File: src/rtl/uart_host_rx.sv
// uart_host_rx: host-side UART receiver for the SoC serial link.
// It decodes 8N1 frames from UART_RXD and queues the bytes in a show-ahead FIFO.
// Framing errors and overruns are reported through sticky flags.
//
// Ports:
//   XCLK       clock (shared with the SoC)
//   XRES       asynchronous active-high reset
//   UART_RXD   serial line from the SoC, idle high
//   RD_REQ     pop request; ignored while EMPTY
//   RD_DATA    head-of-FIFO byte, valid while EMPTY=0
//   EMPTY      FIFO empty
//   FULL       FIFO full
//   COUNT      FIFO occupancy
//   FRAME_ERR  sticky: a stop bit was sampled low
//   OVERRUN    sticky: a byte was dropped because the FIFO was full
//   ERR_CLR    clears FRAME_ERR and OVERRUN (a same-cycle error event wins)
module uart_host_rx #(
  parameter int unsigned BAUD_DIV   = 868,
  parameter int unsigned FIFO_DEPTH = 16,
  parameter int unsigned AW         = 4
) (
  input  logic          XCLK,
  input  logic          XRES,
  input  logic          UART_RXD,
  input  logic          RD_REQ,
  output logic [7:0]    RD_DATA,
  output logic          EMPTY,
  output logic          FULL,
  output logic [AW:0]   COUNT,
  output logic          FRAME_ERR,
  output logic          OVERRUN,
  input  logic          ERR_CLR
);

  localparam int unsigned TW = $clog2(BAUD_DIV);
  localparam logic [TW-1:0] BIT_LOAD  = TW'(BAUD_DIV - 1);
  localparam logic [TW-1:0] HALF_LOAD = TW'(BAUD_DIV / 2 - 1);
  localparam logic [AW:0]   DEPTH_C   = (AW + 1)'(FIFO_DEPTH);

  localparam logic [2:0] ST_IDLE      = 3'd0;
  localparam logic [2:0] ST_START     = 3'd1;
  localparam logic [2:0] ST_DATA      = 3'd2;
  localparam logic [2:0] ST_STOP      = 3'd3;
  localparam logic [2:0] ST_WAIT_IDLE = 3'd4;

  // Two-flop synchronizer, reset to the idle (high) line level.
  logic rx_meta, rxs;

  always_ff @(posedge XCLK or posedge XRES) begin
    if (XRES) begin
      rx_meta <= 1'b1;
      rxs     <= 1'b1;
    end else begin
      rx_meta <= UART_RXD;
      rxs     <= rx_meta;
    end
  end

  // Frame decoder
  logic [2:0]    state_q, state_d;
  logic [TW-1:0] timer_q, timer_d;
  logic [2:0]    bit_idx_q, bit_idx_d;
  logic [7:0]    shift_q, shift_d;
  logic          expired;
  logic          push;
  logic          frame_err_set;

  assign expired = (timer_q == '0);

  always_comb begin
    state_d       = state_q;
    timer_d       = timer_q;
    bit_idx_d     = bit_idx_q;
    shift_d       = shift_q;
    push          = 1'b0;
    frame_err_set = 1'b0;
    case (state_q)
      ST_IDLE: begin
        if (!rxs) begin
          state_d = ST_START;
          timer_d = HALF_LOAD;  // land mid start bit
        end
      end
      ST_START: begin
        if (!expired) begin
          timer_d = timer_q - 1'b1;
        end else if (!rxs) begin
          state_d   = ST_DATA;
          timer_d   = BIT_LOAD;
          bit_idx_d = 3'd0;
        end else begin
          // Line went back high before mid start bit: treat as a glitch.
          state_d = ST_IDLE;
          timer_d = BIT_LOAD;
        end
      end
      ST_DATA: begin
        if (!expired) begin
          timer_d = timer_q - 1'b1;
        end else begin
          shift_d = {rxs, shift_q[7:1]};  // LSB arrives first
          timer_d = BIT_LOAD;
          if (bit_idx_q == 3'd7) begin
            state_d = ST_STOP;
          end else begin
            bit_idx_d = bit_idx_q + 3'd1;
          end
        end
      end
      ST_STOP: begin
        if (!expired) begin
          timer_d = timer_q - 1'b1;
        end else begin
          timer_d = BIT_LOAD;
          if (rxs) begin
            push    = 1'b1;
            state_d = ST_IDLE;
          end else begin
            frame_err_set = 1'b1;
            state_d       = ST_WAIT_IDLE;
          end
        end
      end
      ST_WAIT_IDLE: begin
        // Hold off until the line returns high so a break cannot start a frame.
        if (rxs) begin
          state_d = ST_IDLE;
          timer_d = BIT_LOAD;
        end
      end
      default: begin
        state_d = ST_IDLE;
        timer_d = BIT_LOAD;
      end
    endcase
  end

  always_ff @(posedge XCLK or posedge XRES) begin
    if (XRES) begin
      state_q   <= ST_IDLE;
      timer_q   <= BIT_LOAD;
      bit_idx_q <= 3'd0;
      shift_q   <= 8'h00;
    end else begin
      state_q   <= state_d;
      timer_q   <= timer_d;
      bit_idx_q <= bit_idx_d;
      shift_q   <= shift_d;
    end
  end

  // Show-ahead FIFO
  logic [7:0]    mem [FIFO_DEPTH];
  logic [AW-1:0] wr_ptr_q, rd_ptr_q;
  logic [AW:0]   count_q;
  logic          pop, wr_en, overrun_set;

  assign EMPTY   = (count_q == '0);
  assign FULL    = (count_q == DEPTH_C);
  assign COUNT   = count_q;
  assign RD_DATA = mem[rd_ptr_q];

  assign pop         = RD_REQ & ~EMPTY;
  // A full FIFO can still take a byte if a slot frees in the same cycle.
  assign wr_en       = push & (~FULL | pop);
  assign overrun_set = push & FULL & ~pop;

  always_ff @(posedge XCLK or posedge XRES) begin
    if (XRES) begin
      for (int i = 0; i < FIFO_DEPTH; i++) begin
        mem[i] <= 8'h00;
      end
    end else if (wr_en) begin
      mem[wr_ptr_q] <= shift_q;
    end
  end

  always_ff @(posedge XCLK or posedge XRES) begin
    if (XRES) begin
      wr_ptr_q <= '0;
      rd_ptr_q <= '0;
      count_q  <= '0;
    end else begin
      if (wr_en) wr_ptr_q <= wr_ptr_q + 1'b1;
      if (pop)   rd_ptr_q <= rd_ptr_q + 1'b1;
      case ({wr_en, pop})
        2'b10:   count_q <= count_q + 1'b1;
        2'b01:   count_q <= count_q - 1'b1;
        default: count_q <= count_q;
      endcase
    end
  end

  // Sticky error flags; a new event overrides a same-cycle clear.
  logic frame_err_q, overrun_q;

  always_ff @(posedge XCLK or posedge XRES) begin
    if (XRES) begin
      frame_err_q <= 1'b0;
      overrun_q   <= 1'b0;
    end else begin
      frame_err_q <= frame_err_set | (frame_err_q & ~ERR_CLR);
      overrun_q   <= overrun_set | (overrun_q & ~ERR_CLR);
    end
  end

  assign FRAME_ERR = frame_err_q;
  assign OVERRUN   = overrun_q;

endmodule
File: config.mk
export PLATFORM = sky130hd
export DESIGN_NAME = uart_host_rx
export DESIGN_NICKNAME = d
export VERILOG_FILES = /design/src/rtl/uart_host_rx.sv
export SDC_FILE = /design/constraint.sdc
export NUM_CORES = 1
export LEC_CHECK = 0
export CORE_ASPECT_RATIO = 1.2
export CORE_MARGIN = 2
export CORE_UTILIZATION = 60
export CTS_BUF_LIST = sky130_fd_sc_hd__clkbuf_2 sky130_fd_sc_hd__clkbuf_4 sky130_fd_sc_hd__clkbuf_8
export CTS_CLUSTER_SIZE = 25
export DETAILED_ROUTE_END_ITERATION = 12
export HOLD_SLACK_MARGIN = 0.08
export MAX_ROUTING_LAYER = met4
export PLACE_DENSITY = 0.79
export SKIP_CTS_REPAIR_TIMING = 1
export SLEW_MARGIN = 20
export SYNTH_ARGS = -nofsm -noshare
export SYNTH_HDL_FRONTEND = slang
export SYNTH_SLANG_ARGS = --single-unit
export TNS_END_PERCENT = 10
File: constraint.sdc
create_clock -name XCLK -period 7.3 [get_ports XCLK]
set_input_delay 1.46 -clock XCLK [delete_from_list [all_inputs] [get_ports XCLK]]
set_output_delay 1.46 -clock XCLK [all_outputs]
set_load 0.05 [all_outputs]
==> results.yml, run 1 <==
grt:
  grt-ovfl-total: 0
  antenna_found_initial: 0
  globalRouteTotalUtil: 0.249
  grt_pass1_vias: 5288
  grt_pass1_wl_um: 27800
  grt_max_degree: 118
worst_hold_path:
  worstHoldPathType: "reg -> reg"
run_status:
  status: "complete, no violations"
setup_path:
  startpoint_type: "register"
  crit_path_top_delay_cell: "dfrtp_1"
  cp-end-kind: "primary output"
  slowest_delay_ns: 0.85
  crit_chain: "buf_4 > mux4_2 > a22oi_1 > nand2_1 > clkdlybuf4s50_1"
  path_class: "reg -> out"
  cp_max_fo: 18
  cp_top_family: "buffers and inverters"
  worst_ep_arrival_time_ns: 3.28
  critPathRequiredTime_ns: 5.84
  crit_buf_inv: 2
cells_and_area:
  layout_commonest_cell: "dfrtp_1"
  fin_cells: 775
  antenna_cells: 0
  drive_above_1_share: 0.404
  layout_common_cells: "160 x dfrtp_1, 138 x mux2_2, 32 x mux4_2"
  layout.nets: 609
  area_delta_synth_final_pct: 8.78
synthesis:
  synth_area_sq_um: 8340
  muxShareOfSynthArea: 0.280
  yosysUniqueCellTypes: 58
  synth_top_family_by_area: "multiplexers"
  seq_area_frac_synth: 0.508
  synthAdderAreaFrac: 0.0195
  synth_nets: 602
  synth-compound-area-share: 0.0464
  synth_flop_cell: "dfrtp_1"
  synth-simple-area-share: 0.102
  synth_cells: 584
  ys_ff_latch: 169
  synthArstFlopShare: 1.00
  synth_edf_count: 0
  synth_xor_area_frac: 0.0168
  ys_warn_count: 0
  avgSynthCellArea_sq_um: 14.3
cts:
  clk_latency_ns: 0.47
  numCtsBuffers: 17
  cts_tree: "yes"
  clock_sinks: 169
  clk_pin_slew_ns: 0.08
  clockRootBuffer: "clkbuf_8"
  htree_levels: 4
  clockBufferDepth: 2
placed_design:
  hpwlAfterDp_um: 11100
  routabilityCongestion: 0.864
  dpl.cell_count: 743
  io_buffers: 21
sta:
  min_period_over_period: 0.649
  relSlewSlack: 0.465
  rsz0062_at_grt: "no"
  drv_slew: 0
  clock.fmax_mhz: 211
  final.setup.tns_ns: 0
  worstMarginPinSlew_ns: 0.799
  min_period_ns: 4.74
  hold_viol: 0
  setup_viol: 0
  skew_ns: 0.00733
routing:
  ant_nets: 0
  wl_per_cell_um: 21.6
  drc: 0
  drtIter0Drc: 246
  vias: 4925
  wirelength_um: 16800
  drt-pass1-iter-count: 4
  viasPerCell: 6.35
floorplanning:
  num_io_pins: 22
  start_util: 0.609
  die_width_um: 112
  die_height_um: 133
  num_rows: 47
  dieArea_sq_um: 14900
  core-area_sq_um: 13700
pwr:
  ir_drop_uv: 130
  p_leak_uw: 0.00441
  finalPower_uw: 1690
  power.density_nw_per_um2: 186
run:
  maxCapViolCount: 0
metrics by stage:
stage	setup WS, ns	area [sq um]	utilization	hold slack (ns)
2_1_floorplan	1.28	8340	-	0.345
3_3_place_gp	3.12	8620	0.629	0.346
3_5_place_dp	3.07	8620	0.629	0.350
4_1_cts	2.55	9070	0.662	0.363
5_1_grt	2.40	9070	0.662	0.364
6_report	2.56	9070	0.662	0.361
worst reg2reg max path, cell delays in order (launching register included):
cell,delay (ns)
dfstp_2,0.38
inv_1,0.11
ha_1,0.17
nor4b_1,0.49
and3_1,0.40
nand3b_1,0.19
ha_1,0.35
xor2_1,0.19
ha_1,0.22
or2_2,0.27
a31oi_1,0.17
o31ai_1,0.10
xor2_1,0.15
state kept, by name, summed over array words and instances, names as in the netlist:
register / cells
rxs: 1
wr_ptr_q: 4
FRAME_ERR: 1
rd_ptr_q: 4
state_q: 3
rx_meta: 1
COUNT: 5
shift_q: 8
mem: 128
timer_q: 10
OVERRUN: 1
bit_idx_q: 3
kinds of logic (layout without fill, tap and decap cells):
kind of cell	count (synthesis)	count (layout)
adder cells (fa/ha/maj)	13	13
AO/OA/AOI/OAI	53	53
flip-flops	169	169
AND/OR/NAND/NOR	110	110
XOR/XNOR	16	16
multiplexers	176	176
buffers and inverters	47	67
path summary, 6_finish.rpt:
check	startpoint	end	slack, ns	cells past startpoint
worst min register to register	rx_meta$_DFF_PP1_	rxs$_DFF_PP1_	0.36	0
max in group asynchronous	XRES	mem[79]$_DFFE_PP0P_	4.56	3
worst max register to register	timer_q[0]$_DFFE_PP1P_	COUNT[4]$_DFFE_PP0P_	3.99	12
min in group asynchronous	XRES	COUNT[4]$_DFFE_PP0P_	1.54	2
worst min-delay path	rx_meta$_DFF_PP1_	rxs$_DFF_PP1_	0.36	0
worst max-delay path	rd_ptr_q[1]$_DFFE_PP0P_	RD_DATA[1]	2.56	5
synth_stat cells, types with 7 or more instances:
| master | count | area [sq um] |
|---|---|---|
| dfrtp_1 | 161 | 4030 |
| mux2_2 | 138 | 1550 |
| mux4_2 | 32 | 721 |
| clkbuf_1 | 21 | 78.8 |
| nand2_1 | 19 | 71.3 |
| a22oi_1 | 17 | 128 |
| nor2_1 | 14 | 52.6 |
| ha_1 | 13 | 163 |
| buf_2 | 10 | 50.1 |
| and3b_1 | 9 | 78.8 |
| inv_1 | 9 | 33.8 |
| nand4_2 | 9 | 113 |
| xnor2_1 | 9 | 78.8 |
| dfstp_2 | 8 | 210 |
| nand4_4 | 7 | 149 |
| xor2_1 | 7 | 61.3 |
layer usage:
layer / share of wire / GRT usage / vias up
met4: 0.013 / 0.0857 / 0
met3: 0.035 / 0.0450 / 22
met5: 0 / - / -
met1: 0.42 / 0.310 / 2604
li1: - / - / 2210
met2: 0.53 / 0.417 / 89
area by class of cell:
type / count / area, sq um
Clock inverter: 14 / 195
Timing Repair Buffer: 26 / 248
Sequential cell: 169 / 4240
Inverter: 9 / 41.3
Multi-Input combinational cell: 368 / 3880
Tap cell: 171 / 214
Clock buffer: 18 / 248
Fill cell: 1002 / 4630
power breakdown:
group	internal [uW]	leakage (uW)	switching, uW	total (uW)
sequential	936	0.00232	1.20	938
combinational	3.44	0.00188	19.3	22.7
clock	384	0.000212	345	728
total	1320	0.00441	365	1690
(Power assumes the default switching activity.)
==> inputs of run 2 (changes only) <==
--- a/config.mk
+++ b/config.mk
@@ -7,13 +7,13 @@
 export LEC_CHECK = 0
 export CORE_ASPECT_RATIO = 1.2
 export CORE_MARGIN = 2
-export CORE_UTILIZATION = 60
+export CORE_UTILIZATION = 58
 export CTS_BUF_LIST = sky130_fd_sc_hd__clkbuf_2 sky130_fd_sc_hd__clkbuf_4 sky130_fd_sc_hd__clkbuf_8
 export CTS_CLUSTER_SIZE = 25
 export DETAILED_ROUTE_END_ITERATION = 12
 export HOLD_SLACK_MARGIN = 0.08
 export MAX_ROUTING_LAYER = met4
-export PLACE_DENSITY = 0.79
+export PLACE_DENSITY = 0.8
 export SKIP_CTS_REPAIR_TIMING = 1
 export SLEW_MARGIN = 20
 export SYNTH_ARGS = -nofsm -noshare
==> constraint.sdc (replaced) <==
create_clock -name XCLK -period 3.8 [get_ports XCLK]
set_input_delay 0.76 -clock XCLK [delete_from_list [all_inputs] [get_ports XCLK]]
set_output_delay 0.76 -clock XCLK [all_outputs]
set_load 0.05 [all_outputs]
==> run 2 against run 1 <==
  * Sequential cell count did not move
  * Total power increased by 82%
  * Largest cell class unchanged
  * Via count grew 1.3%
  * Critical path type unchanged
  * Worst hold slack lost 0.00059 ns
  * Sequential power rose by 92%
  * Wire length grew 2.5%
==> results.yml, run 2 (synthesized netlist as in run 1, its figures left out) <==
cells_and_area:
  multi_input_area_sq_um: 3880
  area_delta_synth_final_pct: 9.20
  antenna_cells: 0
  regMostFlops: "mem"
  largestRegisters: "mem: 128 flops, timer_q: 10 flops, shift_q: 8 flops"
  largest_reg_flops: 128
  drive_above_1_share: 0.423
  regArea_sq_um: 4240
  layout_common_cells: "160 x dfrtp_1, 138 x mux2_2, 32 x mux4_2"
  layout_commonest_cell: "dfrtp_1"
  fillCellCount: 1019
  fin_cells: 790
  layout.nets: 620
sta:
  drv_slew: 0
  skew_ns: 0.00945
  min_period_ns: 3.55
  relSlewSlack: 0.552
  setup_viol: 0
  clock.fmax_mhz: 282
  final.setup.tns_ns: 0
  rsz0062_at_grt: "no"
  hold_viol: 0
  min_period_over_period: 0.933
  worstMarginPinSlew_ns: 0.672
grt:
  grt_pass1_wl_um: 28400
  grt_pass1_vias: 5253
  globalRouteTotalUtil: 0.251
  antenna_found_initial: 0
  grt_max_degree: 81
  grt-ovfl-total: 0
setup_path:
  cp-end-kind: "primary output"
  critPathRequiredTime_ns: 3.04
  r2r-end: "COUNT[4]$_DFFE_PP0P_"
  cp_top_family: "buffers and inverters"
  rr_worst_depth: 12
  startpoint_type: "register"
  cp_max_fo: 20
  crit_path_top_delay_cell: "clkdlybuf4s50_1"
  crit_chain: "buf_4 > mux4_2 > a22oi_1 > nand2_1 > clkdlybuf4s50_1"
  worst_ep_arrival_time_ns: 2.79
  crit_buf_inv: 2
  r2r_setup_slack_ns: 0.68
  slowest_delay_ns: 0.70
  path_class: "reg -> out"
  r2r-start: "timer_q[0]$_DFFE_PP1P_"
floorplanning:
  die_width_um: 113
  die_height_um: 135
  start_util: 0.586
  dieArea_sq_um: 15400
  core-area_sq_um: 14200
  num_io_pins: 22
  num_rows: 48
placed_design:
  io_buffers: 21
  hpwlAfterDp_um: 11700
  routabilityCongestion: 0.882
  dpl.cell_count: 758
routing:
  drtIter0Drc: 356
  wl_per_cell_um: 21.8
  ant_nets: 0
  drt-pass1-iter-count: 4
  vias: 4988
  viasPerCell: 6.31
  drc: 0
  wirelength_um: 17200
run_status:
  status: "complete, no violations"
pwr:
  ir_drop_uv: 191
  p_leak_uw: 0.00446
  p_seq_frac: 0.586
  p_clk_frac: 0.399
  power.density_nw_per_um2: 338
  p_sw_frac: 0.220
  power_frac_comb: 0.016
  power.switching_uw: 677
  internal_power_uw: 2400
cts:
  cts_tree: "yes"
  clockBufferDepth: 2
  clk_pin_slew_ns: 0.09
  htree_levels: 4
  numCtsBuffers: 17
  clock_sinks: 169
  clk_latency_ns: 0.45
  clockRootBuffer: "clkbuf_8"
worst_hold_path:
  hold_end: "rxs$_DFF_PP1_"
  worstHoldPathType: "reg -> reg"
  hold_depth: 0
  min_from: "rx_meta$_DFF_PP1_"
run:
  maxCapViolCount: 0
-- run 2: cell types whose count changed in the layout (fill, tap and decap cells not counted), moves of 2 or more --
cell / delta
buf_4: +15
clkbuf_8: +6
clkdlybuf4s50_1: -5
bufinv_16: -4
clkinv_4: +2
clkinvlp_4: -2
-- run 2: metrics by stage --
stage / utilization / hold slack (ns) / area [sq um] / total power [uW] / setup slack (ns)
5_1_grt: 0.640 / 0.367 / 9100 / 3190 / 0.0811
3_5_place_dp: 0.612 / 0.348 / 8710 / 1890 / 0.725
6_report: 0.640 / 0.360 / 9100 / 3080 / 0.253
4_1_cts: 0.640 / 0.361 / 9100 / 3110 / 0.219
3_3_place_gp: 0.612 / 0.346 / 8710 / 1890 / 0.719
2_1_floorplan: - / 0.345 / 8340 / 1870 / 0.686
-- run 2: worst max-delay path by stage --
stage	slack, ns	end	start	cells after the start
2_1_floorplan	0.69	COUNT[4]$_DFFE_PP0P_	COUNT[1]$_DFFE_PP0P_	13
3_3_place_gp	0.72	RD_DATA[6]	rd_ptr_q[0]$_DFFE_PP0P_	5
3_5_place_dp	0.73	COUNT[4]$_DFFE_PP0P_	timer_q[0]$_DFFE_PP1P_	12
4_1_cts	0.22	RD_DATA[7]	rd_ptr_q[0]$_DFFE_PP0P_	5
5_1_grt	0.08	RD_DATA[6]	rd_ptr_q[0]$_DFFE_PP0P_	5
6_report	0.25	RD_DATA[5]	rd_ptr_q[0]$_DFFE_PP0P_	5
-- run 2: layer usage --
layer,GRT usage,part of all wire,vias to the layer above
li1,-,-,2233
met1,0.315,0.42,2656
met2,0.423,0.54,84
met3,0.0582,0.037,15
met4,0.0488,0.0084,0
met5,-,0,-
-- run 2: final cells by class --
cell class | count | share of cell area
repair buffers | 37 | 0.0363
flip-flops and latches | 169 | 0.466
inverters | 9 | 0.00412
clock buffers | 25 | 0.0371
multi-input cells | 368 | 0.427
well taps | 175 | 0.0240
clock inverters | 7 | 0.00618
-- run 2: power by group through the flow --
| stage | clock network (uW) | registers [uW] | logic (uW) |
|---|---|---|---|
| floorplan | 0 | 1840 | 30.7 |
| global placement | 0 | 1840 | 49.4 |
| detailed placement | 0 | 1840 | 51.3 |
| CTS | 1260 | 1800 | 51.3 |
| global route | 1340 | 1800 | 57.2 |
| finish | 1230 | 1800 | 48.5 |
==> inputs of run 3 (changes only) <==
--- a/config.mk
+++ b/config.mk
@@ -5,15 +5,17 @@
 export SDC_FILE = /design/constraint.sdc
 export NUM_CORES = 1
 export LEC_CHECK = 0
+export CELL_PAD_IN_SITES_DETAIL_PLACEMENT = 0
+export CELL_PAD_IN_SITES_GLOBAL_PLACEMENT = 1
 export CORE_ASPECT_RATIO = 1.2
 export CORE_MARGIN = 2
 export CORE_UTILIZATION = 58
 export CTS_BUF_LIST = sky130_fd_sc_hd__clkbuf_2 sky130_fd_sc_hd__clkbuf_4 sky130_fd_sc_hd__clkbuf_8
-export CTS_CLUSTER_SIZE = 25
+export CTS_CLUSTER_SIZE = 12
 export DETAILED_ROUTE_END_ITERATION = 12
 export HOLD_SLACK_MARGIN = 0.08
 export MAX_ROUTING_LAYER = met4
-export PLACE_DENSITY = 0.8
+export PLACE_DENSITY = 0.88
 export SKIP_CTS_REPAIR_TIMING = 1
 export SLEW_MARGIN = 20
 export SYNTH_ARGS = -nofsm -noshare
==> constraint.sdc (replaced) <==
create_clock -name XCLK -period 4.5 [get_ports XCLK]
set_input_delay 0.9 -clock XCLK [delete_from_list [all_inputs] [get_ports XCLK]]
set_output_delay 0.9 -clock XCLK [all_outputs]
set_load 0.05 [all_outputs]
==> run 3 against run 2 <==
  * Final area down 0.22%
  * Die area unchanged
  * Utilization down 0.14 points
  * Critical endpoint is now RD_DATA[3]
  * Sequential share of layout area up 0.10 points
  * Sequential cell count unchanged
  * Final cell count down 1.3%
  * Clock skew down 0.0016 ns
==> results.yml, run 3 (synthesized netlist as in run 1, its figures left out) <==
cts:
  clk_pin_slew_ns: 0.09
  cts_tree: "yes"
  numCtsBuffers: 17
  clk_latency_ns: 0.45
  clockRootBuffer: "clkbuf_8"
  clock_sinks: 169
  htree_levels: 4
  clockBufferDepth: 2
sta:
  finalWorstSetupSlack_ns: 0.390
  min_period_over_period: 0.913
  relSlewSlack: 0.403
  clock.fmax_mhz: 243
  drv_slew: 0
  hold_ws_ns: 0.362
  final.setup.tns_ns: 0
  setup_viol: 0
  min_period_ns: 4.11
  skew_ns: 0.00787
  hold_viol: 0
  rsz0062_at_grt: "no"
  worstMarginPinSlew_ns: 0.894
pwr:
  power.density_nw_per_um2: 298
  p_leak_uw: 0.00441
  ir_drop_uv: 203
grt:
  grt_pass1_vias: 5199
  grt_pass1_wl_um: 28300
  globalRouteTotalUtil: 0.254
  grt-ovfl-total: 0
  grt_max_degree: 79
  antenna_found_initial: 0
setup_path:
  r2r-start: "timer_q[0]$_DFFE_PP1P_"
  r2r-end: "COUNT[4]$_DFFE_PP0P_"
  cp_max_fo: 20
  startpoint_type: "register"
  worst_ep_arrival_time_ns: 3.21
  path_class: "reg -> out"
  critPathRequiredTime_ns: 3.60
  rr_worst_depth: 12
  cp-end-kind: "primary output"
  r2r_setup_slack_ns: 1.32
cells_and_area:
  area_delta_synth_final_pct: 8.96
  fin_cells: 780
  multi_input_area_sq_um: 3880
  largest_reg_flops: 128
  fillCellCount: 1075
  largestRegisters: "mem: 128 flops, timer_q: 10 flops, shift_q: 8 flops"
  drive_above_1_share: 0.405
  layout_common_cells: "160 x dfrtp_1, 138 x mux2_2, 32 x mux4_2"
  layout_commonest_cell: "dfrtp_1"
  antenna_cells: 0
  design_area_sq_um: 9080
  regMostFlops: "mem"
  regArea_sq_um: 4240
  layout.nets: 610
routing:
  drc: 0
  wl_per_cell_um: 22.2
  drtIter0Drc: 378
  viasPerCell: 6.33
  ant_nets: 0
  vias: 4937
  drt-pass1-iter-count: 4
  wirelength_um: 17300
floorplanning:
  core-area_sq_um: 14200
  start_util: 0.586
  die_width_um: 113
  die_height_um: 135
  num_rows: 48
  dieArea_sq_um: 15400
  num_io_pins: 22
placed_design:
  dp_worst_setup_slack_ns: 0.829
  routabilityCongestion: 0.861
  placed_cell_area_sq_um: 8660
  dpl.cell_count: 748
  hpwlAfterDp_um: 11700
  io_buffers: 21
run_status:
  status: "complete, no violations"
worst_hold_path:
  hold_depth: 0
  min_from: "rx_meta$_DFF_PP1_"
  worstHoldPathType: "reg -> reg"
  hold_end: "rxs$_DFF_PP1_"
run:
  maxCapViolCount: 0
run 3: per-layer routing:
layer,track usage,wire length (um),vias to the layer above,share of wire
li1,-,-,2215,-
met1,0.298,7170,2597,0.41
met2,0.423,9030,88,0.52
met3,0.0497,476,37,0.028
met4,0.118,624,0,0.036
met5,-,0,-,0
run 3: layout make-up:
cell class,instances,share of cell area
flip-flops and latches,169,0.467
multi-input cells,368,0.427
repair buffers,27,0.0308
clock buffers,19,0.0281
well taps,175,0.0241
clock inverters,13,0.0186
inverters,9,0.00413
run 3: metrics by stage:
step | power [uW] | utilization
detailed placement | 1590 | 0.608
finish | 2700 | 0.638
global route | 2800 | 0.638
floorplan | 1580 | -
global placement | 1590 | 0.608
CTS | 2730 | 0.638
run 3: worst max-delay path by stage:
stage                            start  depth (start not counted)                   end
6_report       rd_ptr_q[0]$_DFFE_PP0P_                          5            RD_DATA[3]
5_1_grt        rd_ptr_q[0]$_DFFE_PP0P_                          5            RD_DATA[1]
4_1_cts        rd_ptr_q[0]$_DFFE_PP0P_                          5            RD_DATA[3]
3_5_place_dp   rd_ptr_q[0]$_DFFE_PP0P_                          5            RD_DATA[3]
3_3_place_gp   rd_ptr_q[0]$_DFFE_PP0P_                          5            RD_DATA[3]
2_1_floorplan     COUNT[1]$_DFFE_PP0P_                         13  COUNT[4]$_DFFE_PP0P_
run 3: critical path: stages, from the launching register on:
cell             delay, ns
dfrtp_2               0.71
buf_4                 0.44
mux4_2                0.55
a22oi_1               0.22
nand2_1               0.12
clkdlybuf4s50_1       0.72
run 3: where the power goes:
group          switching, uW  internal [uW]  leakage, uW
Combinational           31.7           8.42      0.00188
Sequential              2.01           1520      0.00232
Clock                    567            576     0.000208
Total                    601           2100      0.00441
